### src/rtl/mem_data_access.sv
// mem_data_access: memory-stage data-bus master for the MIPS pipeline.
// Runs one request/response bus transaction per load/store in EX/MEM, aligns
// store data, extends load data and stalls the pipeline until completion.
// Optional feature macro: DATA_ADDR_CHECK_EN enables alignment checking
// (adel_o/ades_o/badvaddr_o). When undefined, misaligned addresses are
// silently aligned down and the error outputs are tied to 0.
module mem_data_access (
  input  logic        clock_i,
  input  logic        reset_i,
  input  logic        exception_i,
  input  logic        pipe_hold_i,
  input  logic [7:0]  mem_aluop_i,
  input  logic [31:0] mem_addr_i,
  input  logic [31:0] mem_wdata_i,
  output logic        data_req_o,
  output logic        data_wr_o,
  output logic [1:0]  data_size_o,
  output logic [31:0] data_addr_o,
  output logic [31:0] data_wdata_o,
  input  logic        data_addr_ok_i,
  input  logic        data_data_ok_i,
  input  logic [31:0] data_rdata_i,
  output logic        data_stall_o,
  output logic [31:0] load_data_o,
  output logic        adel_o,
  output logic        ades_o,
  output logic [31:0] badvaddr_o
);

  localparam int unsigned DATA_W = 32;
  localparam int unsigned OP_W   = 8;

  localparam logic [OP_W-1:0] OP_LB  = 8'hE0;
  localparam logic [OP_W-1:0] OP_LH  = 8'hE1;
  localparam logic [OP_W-1:0] OP_LW  = 8'hE3;
  localparam logic [OP_W-1:0] OP_LBU = 8'hE4;
  localparam logic [OP_W-1:0] OP_LHU = 8'hE5;
  localparam logic [OP_W-1:0] OP_SB  = 8'hE8;
  localparam logic [OP_W-1:0] OP_SH  = 8'hE9;
  localparam logic [OP_W-1:0] OP_SW  = 8'hEB;

  typedef enum logic [2:0] {
    S_IDLE  = 3'd0,
    S_REQ   = 3'd1,
    S_RESP  = 3'd2,
    S_DONE  = 3'd3,
    S_DRAIN = 3'd4
  } state_e;

  // Request captured at issue so REQ holds it stable and RESP can extend the load
  typedef struct packed {
    logic [OP_W-1:0]   op;
    logic              wr;
    logic [1:0]        size;
    logic [DATA_W-1:0] addr;
    logic [DATA_W-1:0] wdata;
  } bus_req_t;

  state_e            state_q, state_d;
  bus_req_t          req_q, req_d;
  logic [DATA_W-1:0] load_q, load_d;

  logic              is_load, is_store, is_mem;
  logic [1:0]        size;
  logic              misal;
  logic              acc;
  logic [DATA_W-1:0] iss_addr;
  logic [DATA_W-1:0] wdata_rep;
  logic [DATA_W-1:0] load_ext;

  // Select and extend the addressed byte/half of a read word
  function automatic logic [DATA_W-1:0] extend_load(input logic [OP_W-1:0]   op,
                                                    input logic [1:0]        a,
                                                    input logic [DATA_W-1:0] rd);
    logic [7:0]  b;
    logic [15:0] h;
    b = rd[{a, 3'b000} +: 8];
    h = a[1] ? rd[31:16] : rd[15:0];
    case (op)
      OP_LB:   extend_load = {{24{b[7]}}, b};
      OP_LBU:  extend_load = {24'h0, b};
      OP_LH:   extend_load = {{16{h[15]}}, h};
      OP_LHU:  extend_load = {16'h0, h};
      OP_LW:   extend_load = rd;
      default: extend_load = '0;
    endcase
  endfunction

  // Op decode: direction and access size
  always_comb begin
    is_load  = 1'b0;
    is_store = 1'b0;
    size     = 2'd0;
    case (mem_aluop_i)
      OP_LB, OP_LBU: begin is_load  = 1'b1; size = 2'd0; end
      OP_LH, OP_LHU: begin is_load  = 1'b1; size = 2'd1; end
      OP_LW:         begin is_load  = 1'b1; size = 2'd2; end
      OP_SB:         begin is_store = 1'b1; size = 2'd0; end
      OP_SH:         begin is_store = 1'b1; size = 2'd1; end
      OP_SW:         begin is_store = 1'b1; size = 2'd2; end
      default:       ;
    endcase
  end

  assign is_mem = is_load | is_store;

`ifdef DATA_ADDR_CHECK_EN
  // Alignment check; misaligned accesses never reach the bus
  always_comb begin
    misal    = ((size == 2'd1) && mem_addr_i[0]) ||
               ((size == 2'd2) && (mem_addr_i[1:0] != 2'b00));
    iss_addr = mem_addr_i;
  end

  // Address-error reporting for misaligned loads/stores
  always_comb begin
    adel_o     = 1'b0;
    ades_o     = 1'b0;
    badvaddr_o = '0;
    if (!reset_i && is_mem && !exception_i && misal) begin
      adel_o     = is_load;
      ades_o     = is_store;
      badvaddr_o = mem_addr_i;
    end
  end
`else
  // No checking: force natural alignment of the issued address
  always_comb begin
    misal = 1'b0;
    case (size)
      2'd1:    iss_addr = {mem_addr_i[31:1], 1'b0};
      2'd2:    iss_addr = {mem_addr_i[31:2], 2'b00};
      default: iss_addr = mem_addr_i;
    endcase
  end

  assign adel_o     = 1'b0;
  assign ades_o     = 1'b0;
  assign badvaddr_o = '0;
`endif

  assign acc = is_mem & ~exception_i & ~misal;

  // Store data replicated across byte lanes
  always_comb begin
    case (size)
      2'd0:    wdata_rep = {4{mem_wdata_i[7:0]}};
      2'd1:    wdata_rep = {2{mem_wdata_i[15:0]}};
      default: wdata_rep = mem_wdata_i;
    endcase
  end

  assign load_ext = extend_load(req_q.op, req_q.addr[1:0], data_rdata_i);

  // Capture request at issue and load value when the pipeline is held
  always_comb begin
    req_d  = req_q;
    load_d = load_q;
    if (state_q == S_IDLE && acc) begin
      req_d.op    = mem_aluop_i;
      req_d.wr    = is_store;
      req_d.size  = size;
      req_d.addr  = iss_addr;
      req_d.wdata = wdata_rep;
    end
    if (state_q == S_RESP && data_data_ok_i && pipe_hold_i && !exception_i) begin
      load_d = load_ext;
    end
  end

  // State and datapath registers
  always_ff @(posedge clock_i or posedge reset_i) begin
    if (reset_i) begin
      state_q <= S_IDLE;
      req_q   <= '0;
      load_q  <= '0;
    end else begin
      state_q <= state_d;
      req_q   <= req_d;
      load_q  <= load_d;
    end
  end

  // Next-state logic
  always_comb begin
    state_d = state_q;
    case (state_q)
      S_IDLE:  if (acc) state_d = data_addr_ok_i ? S_RESP : S_REQ;
      S_REQ: begin
        if (exception_i)         state_d = S_IDLE;
        else if (data_addr_ok_i) state_d = S_RESP;
      end
      S_RESP: begin
        if (data_data_ok_i) begin
          if (exception_i)      state_d = S_IDLE;
          else if (pipe_hold_i) state_d = S_DONE;
          else                  state_d = S_IDLE;
        end else if (exception_i) begin
          state_d = S_DRAIN;
        end
      end
      S_DONE:  if (!pipe_hold_i || exception_i) state_d = S_IDLE;
      S_DRAIN: if (data_data_ok_i) state_d = S_IDLE;
      default: state_d = S_IDLE;
    endcase
  end

  // Bus, stall and load-result outputs
  always_comb begin
    data_req_o   = 1'b0;
    data_wr_o    = 1'b0;
    data_size_o  = 2'd0;
    data_addr_o  = '0;
    data_wdata_o = '0;
    data_stall_o = 1'b0;
    load_data_o  = '0;
    if (!reset_i) begin
      case (state_q)
        S_IDLE: begin
          if (acc) begin
            data_req_o   = 1'b1;
            data_wr_o    = is_store;
            data_size_o  = size;
            data_addr_o  = iss_addr;
            data_wdata_o = wdata_rep;
            data_stall_o = 1'b1;
          end
        end
        S_REQ: begin
          data_req_o   = ~exception_i;
          data_wr_o    = req_q.wr;
          data_size_o  = req_q.size;
          data_addr_o  = req_q.addr;
          data_wdata_o = req_q.wdata;
          data_stall_o = ~exception_i;
        end
        S_RESP: begin
          data_stall_o = ~data_data_ok_i & ~exception_i;
          if (data_data_ok_i) load_data_o = load_ext;
        end
        S_DONE:  load_data_o  = load_q;
        S_DRAIN: data_stall_o = acc;
        default: ;
      endcase
    end
  end

endmodule

### config.mk
export PLATFORM = sky130hd
export DESIGN_NAME = mem_data_access
export DESIGN_NICKNAME = d
export VERILOG_FILES = /design/src/rtl/mem_data_access.sv
export SDC_FILE = /design/constraint.sdc
export NUM_CORES = 1
export LEC_CHECK = 0
export ABC_AREA = 1
export BUFFER_PORTS_ARGS = -buffer_cell sky130_fd_sc_hd__buf_4
export CORE_AREA = 2 2 122 124
export CTS_CLUSTER_DIAMETER = 100
export DETAILED_ROUTE_END_ITERATION = 12
export DIE_AREA = 0 0 124 126
export HOLD_SLACK_MARGIN = 0.15
export PLACE_DENSITY = 0.87
export SLEW_MARGIN = 20
export SYNTH_ARGS = -nofsm -noshare
export SYNTH_HDL_FRONTEND = slang
export SYNTH_SLANG_ARGS = --single-unit
### constraint.sdc
create_clock -name clock_i -period 4.6 [get_ports clock_i]
set_clock_uncertainty 0.1 [all_clocks]
set_input_delay 1.15 -clock clock_i [delete_from_list [all_inputs] [get_ports clock_i]]
set_output_delay 1.15 -clock clock_i [all_outputs]
set_load 0.01 [all_outputs]
==> results.yml, run 1 <==
outcome:
  status: "finished, final reports clean"
layout:
  final_common_cell: "nand2_1"
  num-nets-final: 1357
  final_layout_size_suffix_gt1_frac: 0.2208
  final_cell_mix: "nand2_1 (477), buf_4 (227), dfrtp_1 (110)"
  n_antenna_cell: 0
  instances_no_fill: 1434
  syn_to_final_growth_pct: 26.11
detailed_routing:
  drcViolationCount: 0
  ant_nets: 0
  drt_iter0_markers: 901
  dr.pass1.iters: 7
  wl_um: 22540
  via_per_inst: 5.438
  post_drt_wl_per_cell_um: 15.72
  via_count: 7798
floorplan:
  dieArea_um2: 15620
  die_w_um: 124
  die_y_um: 126
  initial_core_util: 0.4978
  placementRows: 44
  ios: 245
  core-area_um2: 14310
cts:
  cts_buffers: 9
  clock_path_buffers: 2
  clk_latency_ns: 0.36
  ctsResizeCount: 0
  cts_post_setup_buffers_inserted: 0
  clk_pin_slew_ns: 0.07
  cts_sinks: 110
  htreeDepth: 3
  clockRootBuffer: "clkbuf_16"
  cts_tree: "built"
  postCtsHoldBufs: 0
hold_path:
  hold_path_depth: 2
  hold_path_end: "load_q[28]$_DFFE_PP0P_"
  min_from: "load_q[28]$_DFFE_PP0P_"
  hold_path_class: "reg2reg"
global_route:
  antenna_found_initial: 0
  grt_usage: 0.2883
  grt_pass1_wl_um: 35920
  grt_pass1_vias: 7226
  grt_max_degree: 103
  gr-total-overflow: 0
logic_synthesis:
  syn_area_per_cell_um2: 6.653
  yosys_register_bits: 110
  synth_area_um2: 7126
  synth_top_area_share: 0.3863
  synthArstFlopShare: 1.000
  yosys_warnings: 0
  syn_inst: 1071
  seq_area_frac_synth: 0.3863
  ys_types: 30
  synthTopCellsByArea: "dfrtp_1 (39%), nand2_1 (25%), a21oi_1 (6.5%)"
  synth.largest_area_cell: "dfrtp_1"
  synth_edf_count: 0
  ys.flop_type: "dfrtp_1"
pwr:
  p_per_area_nw_per_um2: 370.4
  ir_drop_uv: 253.3
  leakagePower_nw: 4.793
worst_setup_path:
  cp_max_fo: 16
  r2r_cells: 9
  rrSetupSlack_ns: 2.13
  critical_path_arrival_ns: 2.95
  critPathRequiredTime_ns: 3.35
  worstReg2RegStart: "state_q[0]$_DFFE_PP0P_"
  start_kind: "input port"
  critPathKind: "in2out"
  rr_endpoint: "state_q[1]$_DFFE_PP0P_"
  critical_path.endpoint_type: "output port"
sta:
  hold_slack_ns: 0.3803
  max-slew-margin-rel: 0.4309
  fin_setup_tns_ns: 0
  worst_slew_pin_slew_ns: 0.8506
  finalCriticalPeriod_ns: 4.201
  fin_crit_sh: 0.9133
  finalHoldViolCount: 0
  setup_viol: 0
  slew_viol_final: 0
  max_freq_mhz: 238.0
  rsz0062_at_grt: "false"
place:
  gp_congestion: 0.9070
  io_buffer_count: 210
  placed_cells: 1418
  hpwl_um: 15730
run:
  cap_violations: 0
## logic make-up (layout without fill, tap and decap cells)
logic type,after synthesis,count (layout),share of synthesized area
compound gates,119,119,0.08727
flops,110,110,0.3863
buf+inv,150,296,0.1055
simple gates,689,689,0.4169
other cells,1,34,0.0005263
fa+ha+maj,2,2,0.003511
## layout make-up
type / count / area [um2]
fill: 1297 / 5328
multi-input combinational: 844 / 3750
sequential: 110 / 2753
timing repair buffer: 230 / 1755
clock buffer: 10 / 239.0
tap: 184 / 230.2
inverter: 50 / 190.2
clock inverter: 6 / 68.82
## worst max-delay path: stages
cell and delay [ns]:
buf_4 0.11, inv_1 0.04, nand2_1 0.07, nor2_4 0.15, nand2_1 0.10, ha_1 0.23
inv_2 0.14, nand2_2 0.21, nand3_1 0.18, nand3_2 0.09, a21oi_1 0.29, buf_4 0.19
## layer usage
layer	GRT usage	routed length (um)
met1	0.3853	8900
met5	0	0
met4	0.1110	631
met3	0.07880	2743
met2	0.4454	10260
## worst max path at each step
stage | startpoint | endpoint | cells after the start
after floorplan | reset_i | load_q[0]$_DFFE_PP0P_ | 2
after global placement | mem_aluop_i[4] | data_wdata_o[14] | 12
after detailed placement | mem_aluop_i[4] | data_wdata_o[14] | 12
after CTS | mem_aluop_i[4] | data_wdata_o[9] | 12
after global routing | mem_aluop_i[4] | data_wdata_o[17] | 14
final | mem_aluop_i[4] | data_wdata_o[14] | 12
## power breakdown
group	leakage [nW]	internal, mW	switching (mW)
clock network	0.149	0.442	0.380
registers	1.45	1.22	0.183
logic	3.19	0.394	0.710
## flip-flops by register name, summed over array words and instances (netlist names)
register	cells
req_q	75
state_q	3
load_q	32
## cells in the mapped netlist (2+ instances only)
cell type / instances
a21oi_1: 92
buf_1: 4
buf_2: 22
buf_4: 39
buf_6: 2
clkbuf_1: 33
dfrtp_1: 110
ha_1: 2
inv_1: 44
inv_2: 5
nand2_1: 477
nand2_2: 2
nand3_1: 92
nand3_2: 13
nand3b_1: 24
nand4_1: 18
nor2_1: 53
nor2_2: 3
nor2_4: 2
o21ai_0: 16
o21bai_1: 8
or2_2: 2
## metrics by stage
step,setup WS [ns],power [mW],area (um2),util
3_3_place_gp,0.4866,2.465,8675,0.6060
5_1_grt,0.2162,3.541,8986,0.6278
6_report,0.3990,3.328,8986,0.6278
2_1_floorplan,0.2419,2.125,7249,-
4_1_cts,0.4248,3.328,8982,0.6275
3_5_place_dp,0.4698,2.502,8675,0.6060
Power figures use the tool's default switching activity.
==> run 2: changes to the inputs <==
==> config.mk (replaced) <==
export PLATFORM = sky130hd
export DESIGN_NAME = mem_data_access
export DESIGN_NICKNAME = d
export VERILOG_FILES = /design/src/rtl/mem_data_access.sv
export SDC_FILE = /design/constraint.sdc
export NUM_CORES = 1
export LEC_CHECK = 0
export ABC_AREA = 0
export BUFFER_PORTS_ARGS = -buffer_cell sky130_fd_sc_hd__buf_4
export CORE_AREA = 2 2 119 121
export CTS_CLUSTER_DIAMETER = 100
export DETAILED_ROUTE_END_ITERATION = 12
export DIE_AREA = 0 0 121 123
export HOLD_SLACK_MARGIN = 0.15
export PLACE_DENSITY = 0.88
export SLEW_MARGIN = 10
export SYNTH_ARGS = -nofsm -noshare
export SYNTH_HDL_FRONTEND = slang
export SYNTH_SLANG_ARGS = --single-unit
==> run 2 against run 1 <==
Effect of this change: final cell count shrank 15%; core utilization grew 1.5 points; count of clock-buffer cells in the layout shrank 1; worst setup slack lost 0.14 ns; critical path depth shrank 3; first-iteration DRC count shrank 32%; routed wire length shrank 7.8%; synthesized area shrank 4.3%; largest power group unchanged.
==> results.yml, run 2 <==
outcome:
  status: "finished, final reports clean"
floorplan:
  dieArea_um2: 14880
  initial_core_util: 0.5011
  die_w_um: 121
  placementRows: 43
  die_y_um: 123
  core-area_um2: 13610
  ios: 245
logic_synthesis:
  synthTopCellsByArea: "dfrtp_1 (40%), nand2_1 (14%), a21oi_1 (5.8%)"
  synth_top_area_share: 0.4035
  yosys_warnings: 0
  yosysMostFrequentCell: "nand2_1"
  muxShareOfSynthArea: 0.05448
  synth.largest_area_cell: "dfrtp_1"
  ys_types: 55
  ys.flop_type: "dfrtp_1"
  syn_area_per_cell_um2: 7.951
  synth-compound-area-share: 0.2291
  yosys_register_bits: 110
  synth-simple-area-share: 0.2267
  synth_area_um2: 6822
  synth_xor_area_frac: 0
  syn_inst: 858
  synthAdderAreaFrac: 0.003668
  synth_edf_count: 0
  synthTopCellsByCount: "nand2_1 (255), dfrtp_1 (110), a21oi_1 (79)"
  synthArstFlopShare: 1.000
  seq_area_frac_synth: 0.4035
  synth_top_family_by_area: "compound AO/OA/AOI/OAI gates"
global_route:
  gr-total-overflow: 0
  grt_pass1_wl_um: 32640
  grt_pass1_vias: 6526
  antenna_found_initial: 0
  grt_max_degree: 56
  grt_usage: 0.2773
hold_path:
  hold_path_class: "reg2reg"
  hold_path_depth: 1
  min_from: "req_q[74]$_DFFE_PP0P_"
  hold_path_end: "req_q[74]$_DFFE_PP0P_"
worst_setup_path:
  critPathMaxStageDelay_ns: 0.35
  slowest_stage: "nor4_2"
  r2r_cells: 4
  path_cells: "buf_4, and4b_1, nand4b_1, ha_1, nor4_2, buf_12, mux2i_1, o21ai_0, buf_4"
  start_kind: "input port"
  cp_max_fo: 15
  rr_endpoint: "load_q[5]$_DFFE_PP0P_"
  cp_common_cell: "buf_4"
  critPathKind: "in2out"
  worstReg2RegStart: "state_q[0]$_DFFE_PP0P_"
  critPathRequiredTime_ns: 3.35
  rrSetupSlack_ns: 2.00
  critical_path.endpoint_type: "output port"
  critical_path_arrival_ns: 3.09
cts:
  postCtsHoldBufs: 0
  clockRootBuffer: "clkbuf_16"
  cts_buffers: 9
  ctsResizeCount: 0
  clk_pin_slew_ns: 0.07
  cts_sinks: 110
  cts_tree: "built"
  cts_post_setup_buffers_inserted: 0
  clk_latency_ns: 0.36
  clock_path_buffers: 2
  htreeDepth: 3
detailed_routing:
  drt_iter0_markers: 611
  ant_nets: 0
  wl_um: 20780
  dr.pass1.iters: 5
  post_drt_wl_per_cell_um: 17.09
  via_per_inst: 5.781
  drcViolationCount: 0
  via_count: 7030
sta:
  worst_slew_pin_slew_ns: 0.9979
  max_freq_mhz: 230.6
  fin_setup_tns_ns: 0
  max-slew-margin-rel: 0.3347
  finalCriticalPeriod_ns: 4.337
  setup_viol: 0
  fin_crit_sh: 0.9429
  finalHoldViolCount: 0
  rsz0062_at_grt: "false"
  slew_viol_final: 0
place:
  hpwl_um: 14810
  placed_cell_area_um2: 8428
  io_buffer_count: 210
  gp_congestion: 0.9041
pwr:
  p_per_area_nw_per_um2: 344.7
  leakagePower_nw: 4.028
  ir_drop_uv: 214.5
layout:
  n_antenna_cell: 0
  final_layout_size_suffix_gt1_frac: 0.2654
  multi_input_area_um2: 3666
  final_cell_mix: "nand2_1 (255), buf_4 (228), dfrtp_1 (110)"
  final_cell_area_um2: 8743
  syn_to_final_growth_pct: 28.17
  seqCellArea_um2: 2753
  final_common_cell: "nand2_1"
  regMostFlops: "req_q"
  num-nets-final: 1143
  fillers: 1150
  reg_top3: "req_q: 75 flops, load_q: 32 flops, state_q: 3 flops"
  largest_reg_flops: 75
run:
  cap_violations: 0
## run 2: changes by cell type after synthesis, sizes merged, moves of 18 or more
cell | previous run | this run
inv | 49 | 7
buf | 67 | 48
o21ai | 16 | 61
mux2i | 0 | 18
clkbuf | 33 | 53
nand3 | 105 | 9
nor2 | 58 | 31
nand2 | 479 | 255
nand3b | 24 | 2
## run 2: where the power goes
group	switching (mW)	internal (mW)	leakage, nW
Combinational	0.433	0.339	2.44
Sequential	0.182	1.23	1.44
Clock	0.393	0.438	0.156
## run 2: worst max-delay path by stage
stage              startpoint          endpoint  slack (ns)  cells past startpoint
2_1_floorplan         reset_i    load_data_o[7]        0.08                      7
3_3_place_gp      exception_i  data_wdata_o[25]        0.31                      6
3_5_place_dp   mem_aluop_i[4]  data_wdata_o[21]        0.28                      9
4_1_cts        mem_aluop_i[4]  data_wdata_o[21]        0.27                      9
5_1_grt        mem_aluop_i[4]  data_wdata_o[21]        0.10                      9
6_report       mem_aluop_i[4]  data_wdata_o[20]        0.26                      9
## run 2: final cells by class
class | count | area share
repair buffers | 230 | 0.2003
clock inverters | 7 | 0.01030
inverters | 8 | 0.003721
clock buffers | 9 | 0.02576
well taps | 180 | 0.02576
flip-flops and latches | 110 | 0.3148
multi-input cells | 672 | 0.4193
## run 2: critical path: cells and delay by family
| family | cells | cell delay [ns] |
|---|---|---|
| and+or+nand+nor | 3 | 0.83 |
| buffers and inverters | 3 | 0.47 |
| adders and majority gates | 1 | 0.27 |
| muxes | 1 | 0.24 |
| AOI/OAI and AO/OA | 1 | 0.13 |
## run 2: cells by family after synthesis
| family | Yosys count |
|---|---|
| AOI/OAI and AO/OA | 248 |
| muxes | 34 |
| DFF | 110 |
| and+or+nand+nor | 354 |
| other | 1 |
| buffers and inverters | 109 |
| adders and majority gates | 2 |
## run 2: layer usage
metal  global-route usage  vias up  share of wire
li1                     -     3287              -
met1               0.3621     3297           0.39
met2               0.4505      391           0.47
met3              0.06181       55           0.10
met4               0.1097        0          0.032
met5                    0        -              0
## run 2: through the flow
step	hold slack [ns]	total power [mW]	util	setup slack [ns]	instances
after floorplan	0.3254	1.938	-	0.07907	891
after global placement	0.3448	2.148	0.6192	0.3133	1200
after detailed placement	0.3478	2.188	0.6192	0.2839	1200
after CTS	0.3704	3.025	0.6423	0.2728	1216
after global routing	0.3966	3.198	0.6423	0.1006	1216
final	0.3684	3.014	0.6423	0.2626	1216
==> run 3: changes to the inputs <==
--- a/config.mk
+++ b/config.mk
@@ -13,6 +13,7 @@
 export DIE_AREA = 0 0 121 123
 export HOLD_SLACK_MARGIN = 0.15
 export PLACE_DENSITY = 0.88
+export RECOVER_POWER = 100
 export SLEW_MARGIN = 10
 export SYNTH_ARGS = -nofsm -noshare
 export SYNTH_HDL_FRONTEND = slang
==> run 3 against run 2 <==
Effect of this change: sequential share of layout area grew 1.5 points; total power decreased by 0.40%; first-iteration DRC count decreased by 7.2%; via count shrank 0.27%; hold slack got worse by 0.0012 ns; combinational power shrank 2%; design area down 4.5%; non-clock buffer count unchanged; largest cell class unchanged; sequential power hardly changed; global-route usage did not move; critical endpoint is now data_wdata_o[11]; final cell count is the same; count of clock-buffer cells in the layout stayed put; the flow now finishes with violations (max-capacitance violations, max-slew violations).
==> results.yml, run 3 (same netlist as run 2, synthesis figures left out) <==
layout:
  largest_reg_flops: 75
  final_util: 0.6138
  reg_top3: "req_q: 75 flops, load_q: 32 flops, state_q: 3 flops"
  final_common_cell: "nand2_1"
  num-nets-final: 1143
  final_cell_mix: "nand2_1 (255), buf_4 (124), dfrtp_1 (110)"
  instances_no_fill: 1216
  final_layout_size_suffix_gt1_frac: 0.1680
  regMostFlops: "req_q"
  final_cell_area_um2: 8354
  syn_to_final_growth_pct: 22.47
  n_antenna_cell: 0
floorplan:
  die_w_um: 121
  core-area_um2: 13610
  ios: 245
  dieArea_um2: 14880
  die_y_um: 123
  placementRows: 43
  initial_core_util: 0.5011
detailed_routing:
  dr.pass1.iters: 4
  maxUsedRoutingLayer: "met4"
  ant_nets: 0
  drt_iter0_markers: 567
  wl_um: 20730
  via_per_inst: 5.766
  dr_wl_met3_um: 2019
  via_count: 7011
  post_drt_wl_per_cell_um: 17.05
  wl_met2_um: 9770
  drcViolationCount: 0
  drt-met1-wl_um: 8350
global_route:
  grt_pass1_wl_um: 32640
  grt_max_degree: 56
  grt_pass1_vias: 6526
  grt_usage: 0.2773
  antenna_found_initial: 0
  gr-total-overflow: 0
pwr:
  p_int_mw: 1.994
  power_mw: 3.002
  leakagePower_nw: 3.610
  seq_power_share: 0.470
  p_sw_mw: 1.009
  p_per_area_nw_per_um2: 359.4
  sw_frac_of_total: 0.3360
  ir_drop_uv: 213.0
  p_clk_frac: 0.277
  p_comb_frac: 0.253
worst_setup_path:
  critPathRequiredTime_ns: 3.35
  critPathKind: "in2out"
  path_buf_inv: 3
  critical_path.endpoint_type: "output port"
  critPathMaxStageDelay_ns: 0.34
  cp_max_fo: 11
  slowest_stage: "a31o_1"
  start_kind: "input port"
  cp_top_family: "compound AO/OA/AOI/OAI gates"
  critical_path_arrival_ns: 3.18
  path_cells: "clkbuf_4, and4b_1, and3_1, ha_1, buf_4, a31o_1, a21oi_1, o21ai_0, clkbuf_1"
sta:
  slew_viol_final: 95
  fin_setup_tns_ns: 0
  max-slew-margin-rel: -0.2948
  fin_crit_sh: 0.9628
  max_freq_mhz: 225.8
  setup_viol: 0
  finalCriticalPeriod_ns: 4.429
  hold_slack_ns: 0.3672
  fin_ws_ns: 0.1711
  rsz0062_at_grt: "false"
  worst_slew_pin_slew_ns: 1.942
  finalHoldViolCount: 0
place:
  io_buffer_count: 210
  placed_cell_area_um2: 8428
  dp_slack_ns: 0.2839
  placed_cells: 1200
  hpwl_um: 14810
  gp_congestion: 0.9041
cts:
  postCtsHoldBufs: 0
  clock_path_buffers: 2
  clk_pin_slew_ns: 0.08
  htreeDepth: 3
  clk_latency_ns: 0.36
  clockRootBuffer: "clkbuf_16"
  cts_buffers: 9
  cts_post_setup_buffers_inserted: 0
  ctsResizeCount: 0
  cts_sinks: 110
  cts_tree: "built"
hold_path:
  hold_path_class: "reg2reg"
outcome:
  status: "finished, violations left"
  violations: "max-capacitance violations, max-slew violations"
run:
  cap_violations: 2
run 3: final cells by class:
cell class              count  area [um2]
fillers                  1276        5258
multi-input cells         672        3654
flip-flops and latches    110        2753
repair buffers            230        1375
clock buffers               9       225.2
well taps                 180       225.2
clock inverters             7       90.09
inverters                   8       32.53
run 3: final timing paths:
path	start	end	slack [ns]	cells past startpoint
setup / recovery	mem_aluop_i[4]	data_wdata_o[11]	0.17	9
hold / removal	req_q[74]$_DFFE_PP0P_	req_q[74]$_DFFE_PP0P_	0.37	1
setup reg to reg	state_q[0]$_DFFE_PP0P_	load_q[5]$_DFFE_PP0P_	1.28	4
hold reg to reg	req_q[74]$_DFFE_PP0P_	req_q[74]$_DFFE_PP0P_	0.37	1
max in group asynchronous	reset_i	req_q[44]$_DFFE_PP0P_	1.84	3
min in group asynchronous	reset_i	load_q[11]$_DFFE_PP0P_	1.07	2
run 3: power by group through the flow:
stage / logic, mW / clock network (mW) / registers (mW)
finish: 0.759 / 0.833 / 1.41
detailed placement: 0.767 / 0 / 1.42
global route: 0.855 / 0.882 / 1.45
CTS: 0.768 / 0.849 / 1.41
floorplan: 0.576 / 0 / 1.36
global placement: 0.740 / 0 / 1.41
run 3: layer usage:
layer / vias to the layer above / global-route usage
li1: 3281 / -
met1: 3293 / 0.3621
met2: 388 / 0.4505
met3: 49 / 0.06181
met4: 0 / 0.1097
met5: - / 0
